### src/rtl/sio_pkg.sv
// sio_pkg: shared types and constants for the sio_chan serial channel.
//   tx_state_t / rx_state_t : transmitter and receiver FSM states
//   OVERSAMPLE / MID_SAMPLE : ticks per bit and ticks to mid-start-bit
//   even_parity()           : even-parity bit for up to 8 data bits
// Optional feature macro: SIO_PARITY_EN adds the PARITY states.
package sio_pkg;

  localparam int unsigned OVERSAMPLE = 16;
  localparam int unsigned MID_SAMPLE = 8;

  typedef enum logic [2:0] {
    TX_IDLE,
    TX_START,
    TX_DATA,
`ifdef SIO_PARITY_EN
    TX_PARITY,
`endif
    TX_STOP
  } tx_state_t;

  typedef enum logic [2:0] {
    RX_IDLE,
    RX_START,
    RX_DATA,
`ifdef SIO_PARITY_EN
    RX_PARITY,
`endif
    RX_STOP
  } rx_state_t;

  // Bit that makes the total number of ones (data + parity) even.
  function automatic logic even_parity(input logic [7:0] d);
    return ^d;
  endfunction

endpackage

### src/rtl/sio_fifo.sv
// sio_fifo: synchronous FIFO holding received characters.
//   clk, reset_n : clock, asynchronous active-low reset (empties the FIFO)
//   push, din    : write request and data (dropped when full unless popping)
//   pop, dout    : read request and head-of-queue data
//   full, empty  : occupancy status
module sio_fifo #(
  parameter int unsigned DEPTH = 4,
  parameter int unsigned WIDTH = 8
) (
  input  logic             clk,
  input  logic             reset_n,
  input  logic             push,
  input  logic [WIDTH-1:0] din,
  input  logic             pop,
  output logic [WIDTH-1:0] dout,
  output logic             full,
  output logic             empty
);

  localparam int unsigned AW = $clog2(DEPTH);
  localparam int unsigned CW = AW + 1;

  logic [WIDTH-1:0] mem [DEPTH];
  logic [AW-1:0]    wr_ptr;
  logic [AW-1:0]    rd_ptr;
  logic [CW-1:0]    count;
  logic             do_push;
  logic             do_pop;

  assign empty   = (count == '0);
  assign full    = (count == CW'(DEPTH));
  assign do_pop  = pop && !empty;
  // A pop in the same cycle frees the slot, so a push while full still lands.
  assign do_push = push && (!full || do_pop);
  assign dout    = mem[rd_ptr];

  always_ff @(posedge clk or negedge reset_n) begin
    if (!reset_n) begin
      wr_ptr <= '0;
      rd_ptr <= '0;
      count  <= '0;
    end else begin
      if (do_push) wr_ptr <= wr_ptr + 1'b1;
      if (do_pop)  rd_ptr <= rd_ptr + 1'b1;
      case ({do_push, do_pop})
        2'b10:   count <= count + 1'b1;
        2'b01:   count <= count - 1'b1;
        default: ;
      endcase
    end
  end

  always_ff @(posedge clk) begin
    if (do_push) mem[wr_ptr] <= din;
  end

endmodule

### src/rtl/sio_chan.sv
// sio_chan: asynchronous serial channel (transmitter, 16x oversampling
// receiver, receive FIFO) behind valid/ready character interfaces.
//   clk, reset_n            : clock, asynchronous active-low reset
//   rx / tx                 : serial pins, idle high
//   tx_data/tx_valid/tx_ready, tx_busy : transmit character interface
//   rx_data/rx_valid/rx_ready, rx_active : receive FIFO head and status
//   rx_frame_err, rx_overrun, rx_parity_err : sticky errors, cleared by err_clr
// Optional feature macro: SIO_PARITY_EN (even parity bit after data bits).
module sio_chan
  import sio_pkg::*;
#(
  parameter int unsigned DATA_BITS  = 8,
  parameter int unsigned STOP_BITS  = 1,
  parameter int unsigned CLK_DIV    = 326,
  parameter int unsigned FIFO_DEPTH = 4
) (
  input  logic                 clk,
  input  logic                 reset_n,
  input  logic                 rx,
  output logic                 tx,
  input  logic [DATA_BITS-1:0] tx_data,
  input  logic                 tx_valid,
  output logic                 tx_ready,
  output logic                 tx_busy,
  output logic [DATA_BITS-1:0] rx_data,
  output logic                 rx_valid,
  input  logic                 rx_ready,
  output logic                 rx_active,
  output logic                 rx_frame_err,
  output logic                 rx_overrun,
  output logic                 rx_parity_err,
  input  logic                 err_clr
);

  localparam int unsigned DIV_W = $clog2(CLK_DIV);

  // Free-running oversample tick generator.
  logic [DIV_W-1:0] tick_cnt;
  logic             tick;

  assign tick = (tick_cnt == DIV_W'(CLK_DIV - 1));

  always_ff @(posedge clk or negedge reset_n) begin
    if (!reset_n)  tick_cnt <= '0;
    else if (tick) tick_cnt <= '0;
    else           tick_cnt <= tick_cnt + 1'b1;
  end

  // Transmitter. Its divider restarts at the accepting handshake so that
  // every bit, including the start bit, lasts exactly 16*CLK_DIV clocks;
  // counting the shared free-running ticks would shorten the start bit.
  tx_state_t            tx_state;
  logic [DIV_W-1:0]     tx_div;
  logic [3:0]           tx_ph;
  logic [2:0]           tx_bits;
  logic                 tx_stop_cnt;
  logic [DATA_BITS-1:0] tx_sr;
  logic                 tx_bit_end;
`ifdef SIO_PARITY_EN
  logic                 tx_par;
`endif

  assign tx_bit_end = (tx_div == DIV_W'(CLK_DIV - 1)) &&
                      (tx_ph == 4'(OVERSAMPLE - 1));

  always_ff @(posedge clk or negedge reset_n) begin
    if (!reset_n) begin
      tx_state    <= TX_IDLE;
      tx          <= 1'b1;
      tx_ready    <= 1'b1;
      tx_busy     <= 1'b0;
      tx_div      <= '0;
      tx_ph       <= '0;
      tx_bits     <= '0;
      tx_stop_cnt <= '0;
      tx_sr       <= '0;
`ifdef SIO_PARITY_EN
      tx_par      <= 1'b0;
`endif
    end else begin
      if (tx_state != TX_IDLE) begin
        if (tx_div == DIV_W'(CLK_DIV - 1)) begin
          tx_div <= '0;
          tx_ph  <= tx_ph + 4'd1;
        end else begin
          tx_div <= tx_div + 1'b1;
        end
      end
      unique case (tx_state)
        TX_IDLE: begin
          if (tx_valid && tx_ready) begin
            tx_sr    <= tx_data;
`ifdef SIO_PARITY_EN
            tx_par   <= even_parity(8'(tx_data));
`endif
            tx       <= 1'b0;
            tx_ready <= 1'b0;
            tx_busy  <= 1'b1;
            tx_div   <= '0;
            tx_ph    <= '0;
            tx_state <= TX_START;
          end
        end
        TX_START: begin
          if (tx_bit_end) begin
            tx       <= tx_sr[0];
            tx_sr    <= tx_sr >> 1;
            tx_bits  <= '0;
            tx_state <= TX_DATA;
          end
        end
        TX_DATA: begin
          if (tx_bit_end) begin
            if (tx_bits == 3'(DATA_BITS - 1)) begin
`ifdef SIO_PARITY_EN
              tx       <= tx_par;
              tx_state <= TX_PARITY;
`else
              tx       <= 1'b1;
              tx_state <= TX_STOP;
`endif
              tx_stop_cnt <= '0;
            end else begin
              tx      <= tx_sr[0];
              tx_sr   <= tx_sr >> 1;
              tx_bits <= tx_bits + 3'd1;
            end
          end
        end
`ifdef SIO_PARITY_EN
        TX_PARITY: begin
          if (tx_bit_end) begin
            tx       <= 1'b1;
            tx_state <= TX_STOP;
          end
        end
`endif
        TX_STOP: begin
          if (tx_bit_end) begin
            if (tx_stop_cnt == 1'(STOP_BITS - 1)) begin
              tx_ready <= 1'b1;
              tx_busy  <= 1'b0;
              tx_state <= TX_IDLE;
            end else begin
              tx_stop_cnt <= tx_stop_cnt + 1'b1;
            end
          end
        end
        default: tx_state <= TX_IDLE;
      endcase
    end
  end

  // Receiver: 2-flop synchroniser, then mid-bit sampling on shared ticks.
  rx_state_t            rx_state;
  logic                 rx_s1;
  logic                 rx_s2;
  logic [3:0]           rx_ph;
  logic [2:0]           rx_bits;
  logic [DATA_BITS-1:0] rx_sr;
  logic                 rx_sample;
  logic                 push;
  logic                 pop;
  logic                 frame_set;
  logic                 overrun_set;
  logic                 fifo_full;
  logic                 fifo_empty;

  always_ff @(posedge clk or negedge reset_n) begin
    if (!reset_n) begin
      rx_s1 <= 1'b1;
      rx_s2 <= 1'b1;
    end else begin
      rx_s1 <= rx;
      rx_s2 <= rx_s1;
    end
  end

  // After the start-bit check the phase is zeroed, so phase 15 is mid-bit.
  assign rx_sample = tick && (rx_ph == 4'(OVERSAMPLE - 1));
  assign push      = (rx_state == RX_STOP) && rx_sample && rx_s2;
  assign frame_set = (rx_state == RX_STOP) && rx_sample && !rx_s2;

  always_ff @(posedge clk or negedge reset_n) begin
    if (!reset_n) begin
      rx_state  <= RX_IDLE;
      rx_active <= 1'b0;
      rx_ph     <= '0;
      rx_bits   <= '0;
      rx_sr     <= '0;
    end else begin
      unique case (rx_state)
        RX_IDLE: begin
          if (tick && !rx_s2) begin
            rx_ph     <= '0;
            rx_active <= 1'b1;
            rx_state  <= RX_START;
          end
        end
        RX_START: begin
          if (tick) begin
            if (rx_ph == 4'(MID_SAMPLE - 1)) begin
              rx_ph <= '0;
              if (rx_s2) begin
                rx_active <= 1'b0;
                rx_state  <= RX_IDLE;
              end else begin
                rx_bits  <= '0;
                rx_state <= RX_DATA;
              end
            end else begin
              rx_ph <= rx_ph + 4'd1;
            end
          end
        end
        RX_DATA: begin
          if (tick) rx_ph <= rx_ph + 4'd1;
          if (rx_sample) begin
            rx_sr   <= {rx_s2, rx_sr[DATA_BITS-1:1]};
            rx_bits <= rx_bits + 3'd1;
            if (rx_bits == 3'(DATA_BITS - 1)) begin
`ifdef SIO_PARITY_EN
              rx_state <= RX_PARITY;
`else
              rx_state <= RX_STOP;
`endif
            end
          end
        end
`ifdef SIO_PARITY_EN
        RX_PARITY: begin
          if (tick) rx_ph <= rx_ph + 4'd1;
          if (rx_sample) rx_state <= RX_STOP;
        end
`endif
        RX_STOP: begin
          if (tick) rx_ph <= rx_ph + 4'd1;
          if (rx_sample) begin
            rx_active <= 1'b0;
            rx_state  <= RX_IDLE;
          end
        end
        default: rx_state <= RX_IDLE;
      endcase
    end
  end

  sio_fifo #(
    .DEPTH (FIFO_DEPTH),
    .WIDTH (DATA_BITS)
  ) u_fifo (
    .clk     (clk),
    .reset_n (reset_n),
    .push    (push),
    .din     (rx_sr),
    .pop     (pop),
    .dout    (rx_data),
    .full    (fifo_full),
    .empty   (fifo_empty)
  );

  assign rx_valid    = !fifo_empty;
  assign pop         = rx_valid && rx_ready;
  assign overrun_set = push && fifo_full && !pop;

  // Sticky error flags: a set event wins over err_clr in the same cycle.
  always_ff @(posedge clk or negedge reset_n) begin
    if (!reset_n) begin
      rx_frame_err <= 1'b0;
      rx_overrun   <= 1'b0;
    end else begin
      if (frame_set)    rx_frame_err <= 1'b1;
      else if (err_clr) rx_frame_err <= 1'b0;
      if (overrun_set)  rx_overrun   <= 1'b1;
      else if (err_clr) rx_overrun   <= 1'b0;
    end
  end

`ifdef SIO_PARITY_EN
  logic par_set;

  assign par_set = (rx_state == RX_PARITY) && rx_sample &&
                   (rx_s2 != even_parity(8'(rx_sr)));

  always_ff @(posedge clk or negedge reset_n) begin
    if (!reset_n)     rx_parity_err <= 1'b0;
    else if (par_set) rx_parity_err <= 1'b1;
    else if (err_clr) rx_parity_err <= 1'b0;
  end
`else
  assign rx_parity_err = 1'b0;
`endif

endmodule

### config.mk
export PLATFORM = sky130hd
export DESIGN_NAME = sio_chan
export DESIGN_NICKNAME = d
export VERILOG_FILES = /design/src/rtl/sio_pkg.sv /design/src/rtl/sio_fifo.sv /design/src/rtl/sio_chan.sv
export SDC_FILE = /design/constraint.sdc
export NUM_CORES = 1
export LEC_CHECK = 0
export CORE_UTILIZATION = 60
export CTS_BUF_LIST = sky130_fd_sc_hd__clkbuf_8
export DETAILED_ROUTE_END_ITERATION = 8
export PLACE_DENSITY = 0.81
export SLEW_MARGIN = 0
export SYNTH_ARGS = -nofsm -noshare
export SYNTH_HDL_FRONTEND = slang
export SYNTH_HIERARCHICAL = 1
export SYNTH_SLANG_ARGS = --single-unit
### constraint.sdc
create_clock -name clk -period 3.62 [get_ports clk]
set_input_delay 0.724 -clock clk [delete_from_list [all_inputs] [get_ports clk]]
set_output_delay 0.724 -clock clk [all_outputs]
set_load 0.05 [all_outputs]
==> results of run 1 <==
how the worst min path moves through the flow:
stage                                 end  slack, ns  cells past startpoint
after floorplan           rx_s2$_DFF_PN1_       0.35                      0
after global placement    rx_s2$_DFF_PN1_       0.35                      0
after detailed placement  rx_s2$_DFF_PN1_       0.35                      0
after CTS                 rx_s2$_DFF_PN1_       0.37                      0
after global routing      rx_s2$_DFF_PN1_       0.37                      0
final                     rx_s2$_DFF_PN1_       0.37                      0
cells by family (layout without fill, tap and decap cells):
family / Yosys count / count (layout)
compound gates: 52 / 52
mux: 40 / 40
other cells: 1 / 1
buf+inv: 29 / 65
fa+ha+maj: 20 / 20
xor+xnor: 16 / 16
simple gates: 104 / 104
flops: 99 / 99
metrics by stage:
step	power, mW	setup WS, ns
global route	2.24	0.346
detailed placement	1.50	0.733
global placement	1.48	0.869
floorplan	1.43	0.956
CTS	2.16	0.462
finish	2.14	0.505
state kept, by name, summed over array words and instances (netlist names):
name           flops
u_fifo/wr_ptr      2
u_fifo/rd_ptr      2
tx_busy            1
tx_div             9
rx_ph              4
tx_bits            3
tx_sr              8
rx_s1              1
rx_state           2
rx_frame_err       1
rx_s2              1
rx_bits            3
tx                 1
u_fifo/count       3
u_fifo/mem        32
rx_sr              8
rx_overrun         1
tx_state           2
tick_cnt           9
tx_ready           1
tx_ph              4
rx_active          1
area by class of cell:
| type | count | area share, % |
|---|---|---|
| tap | 99 | 2.39 |
| clock buffer | 9 | 2.39 |
| multi-input combinational | 233 | 35.8 |
| timing repair buffer | 31 | 5.76 |
| sequential | 99 | 51.1 |
| clock inverter | 7 | 1.31 |
| inverter | 18 | 1.31 |
metal layers:
layer / routed length (um) / share of wire [%] / GRT usage [%]
met1: 3380 / 44 / 26.2
met2: 3960 / 52 / 39.1
met3: 234 / 3.0 / 5.94
met4: 100 / 1.3 / 6.78
met5: 0 / 0 / 0
cell usage in the layout, fill, tap and decap left out, types with 5 or more instances in the layout:
master,instances
nor4_1,5
inv_1,18
dfrtp_1,63
a21oi_1,7
xor2_1,8
nor2_1,25
clkdlybuf4s50_1,27
a22o_1,5
nand3_1,19
mux4_2,8
nor3_1,8
edfxtp_1,32
mux2_2,28
o21ai_0,15
xnor2_1,8
clkbuf_8,9
nand2_1,19
ha_1,19
power breakdown:
part,leakage (nW),internal [mW],switching [mW]
Sequential,1.22,1.18,0.0784
Clock,0.0940,0.266,0.404
Combinational,0.899,0.115,0.0960
==> flow_summary.yaml, run 1 <==
synth:
  ys_async_sr_fraction_pct: 67.7
  syn_area_um2: 4610
  ys_types: 58
  yosys_register_bits: 99
  ys_warn_count: 6
  synth_most_common_cell: "dfrtp_1"
  synthMuxAreaShare_pct: 11.7
  synth-adder-area-share_pct: 5.59
  synth_edf_count: 32
  synth_area_per_cell_um2: 12.8
  synth_top_cells_by_area: "dfrtp_1 (34%), edfxtp_1 (21%), mux2_2 (6.8%)"
  synthSimpleGateAreaFrac_pct: 11.8
  synth_top_area_cell: "dfrtp_1"
  yosysSeqAreaShare_pct: 57.3
  ys_top_cells_by_count: "dfrtp_1 (63), edfxtp_1 (32), mux2_2 (28)"
  synth_nets: 395
  synth_top_area_share_pct: 34.2
  syn_inst: 361
  synth_compound_area_share_pct: 7.92
  synth_xor_area_share_pct: 3.04
  synth_top_family_by_area: "simple AND/OR/NAND/NOR gates"
  synthFlopType: "dfrtp_1"
place:
  gp_congestion: 0.820
  place_inst: 480
  portBuffers: 28
  placed_cell_area_um2: 4980
  hpwl_um: 5540
detailed_routing:
  wire_per_inst_um: 15.5
  drtIter0Drc: 125
  ant_nets: 0
  dr.pass1.iters: 4
  drc: 0
  vias: 2844
  vias_per_cell: 5.73
  routed_wl_um: 7670
sta:
  setup_viol: 0
  rsz0062_at_grt: "false"
  fin_crit_ns: 3.11
  period_share_pct: 86.0
  tightest_slew_ns: 0.845
  fmax_mhz: 321
  drv_slew: 0
  finalHoldViolCount: 0
  clock_skew_ns: 0.00874
  fin_hold_ws_ns: 0.371
  tns_ns: 0
  max_slew_margin_pct: 43.7
min_path:
  hp-class: "register to register"
  hold_start: "rx_s1$_DFF_PN1_"
cts:
  cts_tree: "built"
  numCtsBuffers: 9
  insertion_delay_ns: 0.36
  post_cts_buffers: 0
  post_cts_resized: 0
  cts_hold_buf: 0
  path_clk_slew_ns: 0.10
  cts_root_buffer: "clkbuf_8"
  clk_path_buf_depth: 2
  clock_sinks: 99
  h-tree-depth: 3
cells_and_area:
  final_util_pct: 70.6
  final_cell_area_um2: 5170
  area_delta_synth_final_pct: 12.2
  layout-drive-gt1-share_pct: 18.9
  final_nets: 426
  num_antenna_cells: 0
  fin_cells: 496
  register_area_um2: 2640
  fillers: 507
  multi_input_area_um2: 1850
worst_setup_path:
  arrival_ns: 2.39
  cp_num_buf_inv: 1
  critical_path.max_fanout: 10
  cp_slowest_cell: "dfrtp_1"
  crit_required_ns: 2.90
  r2r_slack_ns: 0.71
  path_depth: 2
  startpoint: "u_fifo/rd_ptr[0]$_DFFE_PN0P_"
  cp_cell_sequence: "mux4_2, clkdlybuf4s50_1"
  crit_path_end: "rx_data[0]"
  slowest_delay_ns: 0.73
  r2r_end: "u_fifo/count[2]$_DFFE_PN0P_"
  r2r_cells: 11
  path_class: "register to output pin"
  cp-end-kind: "output pin"
  critical-path-top-delay-family: "flip-flops"
  cp-start-kind: "register"
  timing.rr.start: "tick_cnt[5]$_DFF_PN0_"
die:
  dieArea_um2: 8040
  core_area_um2: 7330
  row_count: 31
  ios: 30
  die_w_um: 89.7
  die_h_um: 89.7
  start_util_pct: 62.9
pwr:
  ir_worst_vdd_uv: 280
  power.density_nw_per_um2: 414
  p_leak_nw: 2.21
global_routing:
  track_usage_pct: 22.0
  grt_pass1_wl_um: 13000
  grt_max_degree: 38
  grt_pass1_vias: 2843
  antenna_found_initial: 0
  grt-ovfl-total: 0
run_status:
  status: "finished, final reports clean"
job:
  maxCapViolations: 0
Note: power is estimated with default switching activity, not from simulation.
==> run 2: changes to the inputs <==
--- a/config.mk
+++ b/config.mk
@@ -7,6 +7,7 @@
 export LEC_CHECK = 0
 export CORE_UTILIZATION = 60
 export CTS_BUF_LIST = sky130_fd_sc_hd__clkbuf_8
+export CTS_CLUSTER_SIZE = 12
 export DETAILED_ROUTE_END_ITERATION = 8
 export PLACE_DENSITY = 0.81
 export SLEW_MARGIN = 0
==> results of run 2 <==
No change in the layout: final DEF, timing and power equal those of run 1.
==> run 3: changes to the inputs <==
==> constraint.sdc (replaced) <==
create_clock -name clk -period 3.5 [get_ports clk]
set_input_delay 0.7 -clock clk [delete_from_list [all_inputs] [get_ports clk]]
set_output_delay 0.7 -clock clk [all_outputs]
set_load 0.05 [all_outputs]
==> flow_summary.yaml, run 3 (same netlist as run 1, synthesis figures left out) <==
run_status:
  status: "finished, final reports clean"
sta:
  fin_crit_ns: 3.06
  setup_viol: 0
  max_slew_margin_pct: 44.9
  rsz0062_at_grt: "false"
  clock_skew_ns: 0.0107
  fmax_mhz: 327
  tns_ns: 0
  tightest_slew_ns: 0.827
  period_share_pct: 87.4
  finalHoldViolCount: 0
  drv_slew: 0
cts:
  numCtsBuffers: 9
  clock_sinks: 99
  cts_hold_buf: 0
  h-tree-depth: 3
  post_cts_resized: 0
  clk_path_buf_depth: 2
  cts_root_buffer: "clkbuf_8"
  insertion_delay_ns: 0.36
  path_clk_slew_ns: 0.10
  post_cts_buffers: 0
  cts_tree: "built"
place:
  hpwl_um: 5290
  portBuffers: 28
  gp_congestion: 0.829
  place_inst: 480
detailed_routing:
  drc: 0
  wire_per_inst_um: 15.2
  dr.pass1.iters: 4
  routed_wl_um: 7540
  ant_nets: 0
  drtIter0Drc: 91
  vias: 2817
  vias_per_cell: 5.68
global_routing:
  grt_pass1_vias: 2784
  antenna_found_initial: 0
  grt_pass1_wl_um: 13000
  grt-ovfl-total: 0
  track_usage_pct: 22.0
  grt_max_degree: 68
die:
  ios: 30
  dieArea_um2: 8040
  die_h_um: 89.7
  core_area_um2: 7330
  row_count: 31
  start_util_pct: 62.9
  die_w_um: 89.7
worst_setup_path:
  slowest_delay_ns: 0.71
  r2r_slack_ns: 0.64
  cp-start-kind: "register"
  crit_required_ns: 2.80
  critical-path-top-delay-family: "flip-flops"
  cp-end-kind: "output pin"
  cp_num_buf_inv: 1
  cp_slowest_cell: "dfrtp_1"
  cp_cell_sequence: "mux4_2, clkdlybuf4s50_1"
  timing.rr.start: "tick_cnt[5]$_DFF_PN0_"
  arrival_ns: 2.36
  startpoint: "u_fifo/rd_ptr[0]$_DFFE_PN0P_"
  path_class: "register to output pin"
  critical_path.max_fanout: 10
  path_depth: 2
  r2r_cells: 11
cells_and_area:
  num_antenna_cells: 0
  registers.top_by_ff_count: "u_fifo/mem"
  fillers: 486
  final_nets: 426
  largest_reg_flops: 32
  final_cell_mix: "dfrtp_1 (63), edfxtp_1 (32), mux2_2 (28), clkdlybuf4s50_1 (27), nor2_1 (25)"
  fin_cells: 496
  final_common_cell: "dfrtp_1"
  top_regs: "u_fifo/mem (32), tick_cnt (9), tx_div (9)"
  layout-drive-gt1-share_pct: 18.9
  area_delta_synth_final_pct: 12.0
  register_area_um2: 2640
  multi_input_area_um2: 1850
pwr:
  p_leak_nw: 2.21
  p_total_mw: 2.20
  ir_worst_vdd_uv: 225
  power.density_nw_per_um2: 426
min_path:
  hold_start: "rx_s1$_DFF_PN1_"
  hp-class: "register to register"
  hold_path_depth: 0
job:
  maxCapViolations: 0
## run 3: cell type report
class | instances | share of cell area [%]
Multi-Input combinational cell | 233 | 35.8
Clock inverter | 7 | 1.14
Tap cell | 99 | 2.40
Inverter | 18 | 1.31
Sequential cell | 99 | 51.2
Timing Repair Buffer | 31 | 5.77
Clock buffer | 9 | 2.40
## run 3: worst paths after layout
kind                                               end
min reg2reg                            rx_s2$_DFF_PN1_
max reg2reg                u_fifo/count[2]$_DFFE_PN0P_
min                                    rx_s2$_DFF_PN1_
min in group asynchronous         rx_ph[1]$_DFFE_PN0P_
max                                         rx_data[2]
max in group asynchronous          tx_div[6]$_DFF_PN0_
## run 3: where the power goes
group | internal [mW] | switching (mW)
Combinational | 0.120 | 0.103
Sequential | 1.22 | 0.0793
Clock | 0.270 | 0.406
Total | 1.61 | 0.588
## run 3: worst register-to-register path, stage by stage (launching register included)
cell	delay (ns)
dfrtp_1	0.43
or4b_4	0.57
or2_2	0.34
nor3_1	0.31
o21a_4	0.22
inv_1	0.05
ha_1	0.21
inv_1	0.08
fa_1	0.18
xor2_1	0.15
nor2_1	0.07
xor2_1	0.14
## run 3: metrics by stage
step | worst slack [ns] | utilization [%] | hold WS [ns] | area [um^2]
final | 0.442 | 70.5 | 0.368 | 5160
after floorplan | 0.836 | - | 0.345 | 4610
after global routing | 0.289 | 70.5 | 0.372 | 5160
after CTS | 0.377 | 70.5 | 0.371 | 5160
after detailed placement | 0.670 | 68.0 | 0.356 | 4980
after global placement | 0.751 | 68.0 | 0.346 | 4980
## run 3: routing by layer
layer  global-route usage (%)  routed length (um)  vias up
li1                         -                   -     1371
met1                     28.6                3540     1391
met2                     35.5                3700       47
met3                     6.86                 242        8
met4                     6.78                  69        0
met5                        0                   0        -
